## src/rtl/alu_seq_ctrl_if.sv

```systemverilog
// Signal bundle between alu_seq_ctrl and its neighbours: the instruction
// source, the combinational 8-bit ALU, and the result consumer.
interface alu_seq_ctrl_if;
    logic       in_valid;
    logic       in_ready;
    logic       in_ld;
    logic [2:0] in_op;
    logic [1:0] in_rd;
    logic [1:0] in_rs1;
    logic [1:0] in_rs2;
    logic       in_imm_en;
    logic [7:0] in_imm;
    logic [7:0] alu_a;
    logic [7:0] alu_b;
    logic [2:0] alu_op;
    logic [7:0] alu_y;
    logic       alu_carry;
    logic       alu_zero;
    logic       out_valid;
    logic       out_ready;
    logic [7:0] out_data;
    logic       out_carry;
    logic       out_zero;

    modport slave (
        input  in_valid, in_ld, in_op, in_rd, in_rs1, in_rs2, in_imm_en, in_imm,
        input  alu_y, alu_carry, alu_zero, out_ready,
        output in_ready, alu_a, alu_b, alu_op, out_valid, out_data, out_carry, out_zero
    );

    modport master (
        output in_valid, in_ld, in_op, in_rd, in_rs1, in_rs2, in_imm_en, in_imm,
        output alu_y, alu_carry, alu_zero, out_ready,
        input  in_ready, alu_a, alu_b, alu_op, out_valid, out_data, out_carry, out_zero
    );
endinterface

```

## src/rtl/alu_seq_ctrl.sv

```systemverilog
// Issue/writeback controller for the 8-bit combinational ALU: one instruction
// in flight, 4x8 register file, results held until the consumer takes them.
module alu_seq_ctrl #(
    parameter int NREG = 4,
    parameter int DW   = 8
) (
    input  logic           clk,
    input  logic           rst_n,
    alu_seq_ctrl_if.slave  bus
);

    typedef enum logic [1:0] {
        IDLE = 2'd0,
        EXEC = 2'd1,
        RESP = 2'd2
    } state_t;

    state_t          r_state;
    state_t          w_state_nxt;
    logic            w_accept;

    logic [2:0]      r_op;
    logic [1:0]      r_rd;
    logic [1:0]      r_rs1;
    logic [1:0]      r_rs2;
    logic            r_imm_en;
    logic [DW-1:0]   r_imm;

    logic [DW-1:0]   r_rf [NREG];
    logic            r_in_ready;
    logic            r_out_valid;
    logic [DW-1:0]   r_out_data;
    logic            r_out_carry;
    logic            r_out_zero;

    logic [DW-1:0]   w_alu_a;
    logic [DW-1:0]   w_alu_b;
    logic [2:0]      w_alu_op;

    assign w_accept = r_in_ready & bus.in_valid;

    // Next-state decode; a load skips EXEC because it never touches the ALU.
    always_comb begin
        w_state_nxt = r_state;
        case (r_state)
            IDLE: begin
                if (w_accept) begin
                    w_state_nxt = bus.in_ld ? RESP : EXEC;
                end else begin
                    w_state_nxt = IDLE;
                end
            end
            EXEC: w_state_nxt = RESP;
            RESP: begin
                if (bus.out_ready) begin
                    w_state_nxt = IDLE;
                end else begin
                    w_state_nxt = RESP;
                end
            end
            default: w_state_nxt = IDLE;
        endcase
    end

    // State register; handshake outputs are registered from the next state.
    always_ff @(posedge clk or negedge rst_n) begin
        if (!rst_n) begin
            r_state     <= IDLE;
            r_in_ready  <= 1'b1;
            r_out_valid <= 1'b0;
        end else begin
            r_state     <= w_state_nxt;
            r_in_ready  <= (w_state_nxt == IDLE);
            r_out_valid <= (w_state_nxt == RESP);
        end
    end

    // Instruction register, captured on the accept edge.
    always_ff @(posedge clk or negedge rst_n) begin
        if (!rst_n) begin
            r_op     <= 3'd0;
            r_rd     <= 2'd0;
            r_rs1    <= 2'd0;
            r_rs2    <= 2'd0;
            r_imm_en <= 1'b0;
            r_imm    <= '0;
        end else if (w_accept) begin
            r_op     <= bus.in_op;
            r_rd     <= bus.in_rd;
            r_rs1    <= bus.in_rs1;
            r_rs2    <= bus.in_rs2;
            r_imm_en <= bus.in_imm_en;
            r_imm    <= bus.in_imm;
        end
    end

    // Writeback: rf and result latch update together, so a result held in
    // RESP always matches the register it was written to.
    always_ff @(posedge clk or negedge rst_n) begin
        if (!rst_n) begin
            for (int i = 0; i < NREG; i++) begin
                r_rf[i] <= '0;
            end
            r_out_data  <= '0;
            r_out_carry <= 1'b0;
            r_out_zero  <= 1'b0;
        end else if (w_accept && bus.in_ld) begin
            r_rf[bus.in_rd] <= bus.in_imm;
            r_out_data      <= bus.in_imm;
            r_out_carry     <= 1'b0;
            r_out_zero      <= (bus.in_imm == 8'h00);
        end else if (r_state == EXEC) begin
            r_rf[r_rd]  <= bus.alu_y;
            r_out_data  <= bus.alu_y;
            r_out_carry <= bus.alu_carry;
            r_out_zero  <= bus.alu_zero;
        end
    end

    // ALU operands are live only in EXEC and forced to zero otherwise.
    always_comb begin
        w_alu_a  = '0;
        w_alu_b  = '0;
        w_alu_op = 3'd0;
        if (r_state == EXEC) begin
            w_alu_a  = r_rf[r_rs1];
            w_alu_b  = r_imm_en ? r_imm : r_rf[r_rs2];
            w_alu_op = r_op;
        end else begin
            w_alu_a  = '0;
            w_alu_b  = '0;
            w_alu_op = 3'd0;
        end
    end

    assign bus.in_ready  = r_in_ready;
    assign bus.out_valid = r_out_valid;
    assign bus.out_data  = r_out_data;
    assign bus.out_carry = r_out_carry;
    assign bus.out_zero  = r_out_zero;
    assign bus.alu_a     = w_alu_a;
    assign bus.alu_b     = w_alu_b;
    assign bus.alu_op    = w_alu_op;

endmodule
```

## src/flat_wrapper.sv

```systemverilog
// flat-port wrapper written by rule: the top's interface ports become plain ports
module alu_seq_ctrl_flat 
#(
    parameter int NREG = 4,
    parameter int DW   = 8
)
  (clk, rst_n, bus_in_valid, bus_in_ld, bus_in_op, bus_in_rd, bus_in_rs1, bus_in_rs2, bus_in_imm_en, bus_in_imm, bus_alu_y, bus_alu_carry, bus_alu_zero, bus_out_ready, bus_in_ready, bus_alu_a, bus_alu_b, bus_alu_op, bus_out_valid, bus_out_data, bus_out_carry, bus_out_zero);
  alu_seq_ctrl_if bus_i ();
  input  logic clk;
  input  logic rst_n;
  input wire logic [$bits(bus_i.in_valid)-1:0] bus_in_valid;
  input wire logic [$bits(bus_i.in_ld)-1:0] bus_in_ld;
  input wire logic [$bits(bus_i.in_op)-1:0] bus_in_op;
  input wire logic [$bits(bus_i.in_rd)-1:0] bus_in_rd;
  input wire logic [$bits(bus_i.in_rs1)-1:0] bus_in_rs1;
  input wire logic [$bits(bus_i.in_rs2)-1:0] bus_in_rs2;
  input wire logic [$bits(bus_i.in_imm_en)-1:0] bus_in_imm_en;
  input wire logic [$bits(bus_i.in_imm)-1:0] bus_in_imm;
  input wire logic [$bits(bus_i.alu_y)-1:0] bus_alu_y;
  input wire logic [$bits(bus_i.alu_carry)-1:0] bus_alu_carry;
  input wire logic [$bits(bus_i.alu_zero)-1:0] bus_alu_zero;
  input wire logic [$bits(bus_i.out_ready)-1:0] bus_out_ready;
  output wire logic [$bits(bus_i.in_ready)-1:0] bus_in_ready;
  output wire logic [$bits(bus_i.alu_a)-1:0] bus_alu_a;
  output wire logic [$bits(bus_i.alu_b)-1:0] bus_alu_b;
  output wire logic [$bits(bus_i.alu_op)-1:0] bus_alu_op;
  output wire logic [$bits(bus_i.out_valid)-1:0] bus_out_valid;
  output wire logic [$bits(bus_i.out_data)-1:0] bus_out_data;
  output wire logic [$bits(bus_i.out_carry)-1:0] bus_out_carry;
  output wire logic [$bits(bus_i.out_zero)-1:0] bus_out_zero;
  assign bus_i.in_valid = bus_in_valid;
  assign bus_i.in_ld = bus_in_ld;
  assign bus_i.in_op = bus_in_op;
  assign bus_i.in_rd = bus_in_rd;
  assign bus_i.in_rs1 = bus_in_rs1;
  assign bus_i.in_rs2 = bus_in_rs2;
  assign bus_i.in_imm_en = bus_in_imm_en;
  assign bus_i.in_imm = bus_in_imm;
  assign bus_i.alu_y = bus_alu_y;
  assign bus_i.alu_carry = bus_alu_carry;
  assign bus_i.alu_zero = bus_alu_zero;
  assign bus_i.out_ready = bus_out_ready;
  assign bus_in_ready = bus_i.in_ready;
  assign bus_alu_a = bus_i.alu_a;
  assign bus_alu_b = bus_i.alu_b;
  assign bus_alu_op = bus_i.alu_op;
  assign bus_out_valid = bus_i.out_valid;
  assign bus_out_data = bus_i.out_data;
  assign bus_out_carry = bus_i.out_carry;
  assign bus_out_zero = bus_i.out_zero;
  alu_seq_ctrl #(.NREG(NREG), .DW(DW)) u_core (.clk(clk), .rst_n(rst_n), .bus(bus_i));
endmodule
```

## config.mk

```make
export PLATFORM = sky130hd
export DESIGN_NAME = alu_seq_ctrl_flat
export DESIGN_NICKNAME = d
export VERILOG_FILES = /design/src/rtl/alu_seq_ctrl_if.sv /design/src/rtl/alu_seq_ctrl.sv /design/src/flat_wrapper.sv
export SDC_FILE = /design/constraint.sdc
export NUM_CORES = 1
export LEC_CHECK = 0
export BUFFER_PORTS_ARGS = -buffer_cell sky130_fd_sc_hd__buf_2
export CAP_MARGIN = 10
export CORE_ASPECT_RATIO = 0.5
export CORE_MARGIN = 4
export CORE_UTILIZATION = 56
export CTS_CLUSTER_SIZE = 20
export DETAILED_ROUTE_END_ITERATION = 10
export PLACE_DENSITY = 0.83
export REMOVE_ABC_BUFFERS = 1
export SYNTH_ARGS = -nofsm -noshare
export SYNTH_HDL_FRONTEND = slang
export SYNTH_SLANG_ARGS = --single-unit
```

## constraint.sdc

```tcl
create_clock -name clk -period 1.73 [get_ports clk]
set_clock_uncertainty 0.1 [all_clocks]
set_input_delay 0.173 -clock clk [delete_from_list [all_inputs] [get_ports clk]]
set_output_delay 0.173 -clock clk [all_outputs]
set_load 0.1 [all_outputs]
```

==> impl_metrics.yaml <==
worst_setup_path:
  slowest_stage: "mux4_2"
  crit_path_end_kind: "output pin"
  path_buf_inv: 2
  cp_cell_sequence: "buf_12 -> mux4_2 -> mux2i_1 -> nor2_1 -> buf_6"
  cp.arrival_ns: 1.84
  r2r_cells: 7
  cp_num_cells: 5
  reg2reg_from: "u_core.r_state[1]"
  path_class: "reg2out"
  required_ns: 1.46
  critPathMaxFanout: 5
  start_kind: "register"
  critPathLaunch: "u_core.r_rs2[0]"
  cp_top_family: "multiplexers"
  slowest_delay_ns: 0.50
clock_tree:
  clk_pin_slew_ns: 0.05
  cts_tree: "done"
  cts_root_buf: "clkbuf_16"
  cts_inserted_buffers: 9
  clock_latency_ns: 0.33
  htreeDepth: 3
  clock_sinks: 64
  cts_buffer_depth: 2
die:
  die-area_mm2: 0.00753
  io_pins: 64
  die_y_um: 63.4
  initial_core_util_pct: 60.2
  core_mm2: 0.00571
  die_w_um: 119
  rows: 19
hold_path:
  min_from: "bus_in_rs2[0]"
  holdPathStages: 2
  hold_path.class: "in2reg"
layout:
  post-route-cell-area_mm2: 0.00499
  stdcell_count: 481
  finalNetCount: 438
  drive_above_1_share_pct: 46.3
  area_growth_pct: 45.3
  num_antenna_cells: 0
synthesis:
  synth_top_area_cell: "dfrtp_1"
  synth_edf_count: 0
  ys_seq_elements: 64
  ys.flop_type: "dfrtp_1"
  syn_inst: 297
  synthTopCellsByCount: "dfrtp_1, and3_1, a221o_1"
  synth_most_common_cell: "dfrtp_1"
  yosys_warnings: 0
  ys_types: 38
  synthArstFlopShare_pct: 100
  synth_area_leaders: "dfrtp_1, mux4_2, a221o_1"
  synth_area_mm2: 0.00343
  ys_seq_area_share_pct: 46.7
  synth_area_per_cell_um2: 11.6
  synth_top_cell_area_share_pct: 45.9
timing:
  rsz0062_at_grt: "yes"
  timing.fmax_mhz: 474
  finalCritPeriodShare_pct: 122
  slew_violations: 0
  tns_ns: -6.07
  min_period_ns: 2.11
  hold_viol: 0
  setup_viol: 34
  worst_pin_slew_ns: 0.629
  fin_hold_ws_ns: 0.00599
  setup_slack_ns: -0.379
  maxSlewHeadroom_pct: 58.0
route:
  dr.pass1.iters: 6
  drt_iter0_markers: 541
  top_layer: "met4"
  wl_met1_um: 4380
  detailroute.wirelength.met2_um: 5840
  avgViaCountPerCell: 7.14
  via_count: 3436
  drc: 0
  wire_per_inst_um: 26.4
  ant_nets: 0
  wl_um: 12700
  wl_met3_um: 1880
run:
  max_cap_violations: 0
placement:
  finalWeightedCongestion: 0.958
  dpl-instance-area_mm2: 0.00428
  portBuffers: 63
  dp_hpwl_um: 7350
  dp.cells: 448
global_routing:
  grt_pass1_wl_um: 19000
  grt_max_degree: 24
  grt_use_total_pct: 33.4
  overflow: 0
  first_global_vias: 3463
  antenna_found_initial: 0
status:
  violations: "negative setup slack"
  outcome: "finished, violations left"
power_and_ir_drop:
  clkPwrFrac_pct: 19.9
  peakVddDrop_mv: 1.49
  swShare_pct: 42.4
  leakage_nw: 2.34
  switching_power_mw: 4.10
  total_power_mw: 9.68
  p_per_area_mw_per_mm2: 1940
  seq_power_share_pct: 30.2
  pwr-share-comb_pct: 49.9
  p_int_mw: 5.58
[per-layer routing]
layer | global-route usage [%] | up-vias
li1 | - | 1347
met1 | 41.0 | 1671
met2 | 51.6 | 348
met3 | 13.9 | 70
met4 | 16.0 | 0
met5 | 0 | -
[sequential cells by signal (all words and copies together) (netlist names)]
signal                flops
u_core.r_rs1              2
u_core.bus.out_carry      1
u_core.r_rf              32
u_core.bus.out_valid      1
u_core.r_op               3
u_core.r_state            2
u_core.r_rd               2
u_core.bus.in_ready       1
u_core.bus.out_zero       1
u_core.bus.out_data       8
u_core.r_rs2              2
u_core.r_imm              8
u_core.r_imm_en           1
[path summary, 6_finish.rpt]
path                                         to  slack (ns)
worst max register to register  u_core.r_rf[20]       -0.12
worst max-delay path               bus_alu_b[1]       -0.38
min in group asynchronous       u_core.r_rf[12]        0.30
max in group asynchronous       u_core.r_rs2[0]        0.67
worst min-delay path            u_core.r_rs2[0]       0.006
worst min register to register   u_core.r_op[2]        0.41
[cells in the final DEF, fill, tap and decap left out, drive strengths merged, types with 2 or more instances in the layout]
cell type,n
a21boi,2
a21oi,2
a221o,26
a221oi,3
a31oi,10
and2,13
and3,30
buf,110
bufinv,2
clkbuf,11
clkinv,2
dfrtp,63
dlygate4sd3,10
inv,6
mux2,17
mux2i,11
mux4,16
nand2,25
nand3,3
nor2,18
nor2b,3
nor3,4
nor4,4
o21ai,4
[stage by stage]
step | setup slack, ns | utilization, %
after CTS | -0.351 | 85.2
final | -0.379 | 87.5
after global placement | -0.0667 | 75.0
after detailed placement | -0.0761 | 75.0
after floorplan | -0.761 | -
after global routing | -0.420 | 87.5
[power by group through the flow]
stage	Clock [mW]	Sequential, mW	Combinational [mW]
final	1.92	2.92	4.84
after global routing	2.02	2.97	5.03
after CTS	1.92	2.80	4.58
after detailed placement	0	2.79	4.37
after global placement	0	2.74	4.25
after floorplan	0	3.79	1.99
[layout make-up]
type / count / area [um^2]
multi-input combinational: 203 / 1830
sequential: 64 / 1610
timing repair buffer: 121 / 1130
fill: 254 / 714
clock buffer: 10 / 239
tap: 73 / 91.3
clock inverter: 4 / 70.1
inverter: 6 / 22.5
[worst register-to-register path: stages (launching register included)]
cell,delay [ns]
dfrtp_1,0.42
buf_6,0.15
nor2b_4,0.17
buf_6,0.12
buf_6,0.08
buf_6,0.10
a32oi_4,0.20
a221o_1,0.39
[cells by family (layout without fill, tap and decap cells)]
group           count (synthesis)  after routing  synth area share (%)
simple gates                  108            108                  17.2
flops                          64             64                  46.7
compound gates                 51             51                  12.8
mux                            44             44                  19.5
buf+inv                        30            141                  3.83
[what timing repair did]
action / 4_1_cts / 5_1_grt
buffers inserted: 4 / 7
gates cloned: 1 / 1
endpoints found under the hold margin: 29 / 0
pin swaps: 11 / 8
resized for setup: 41 / 19
endpoints found under the setup margin: 47 / 48
hold buffers: 10 / 0
Note: power is estimated with default switching activity, not from simulation.
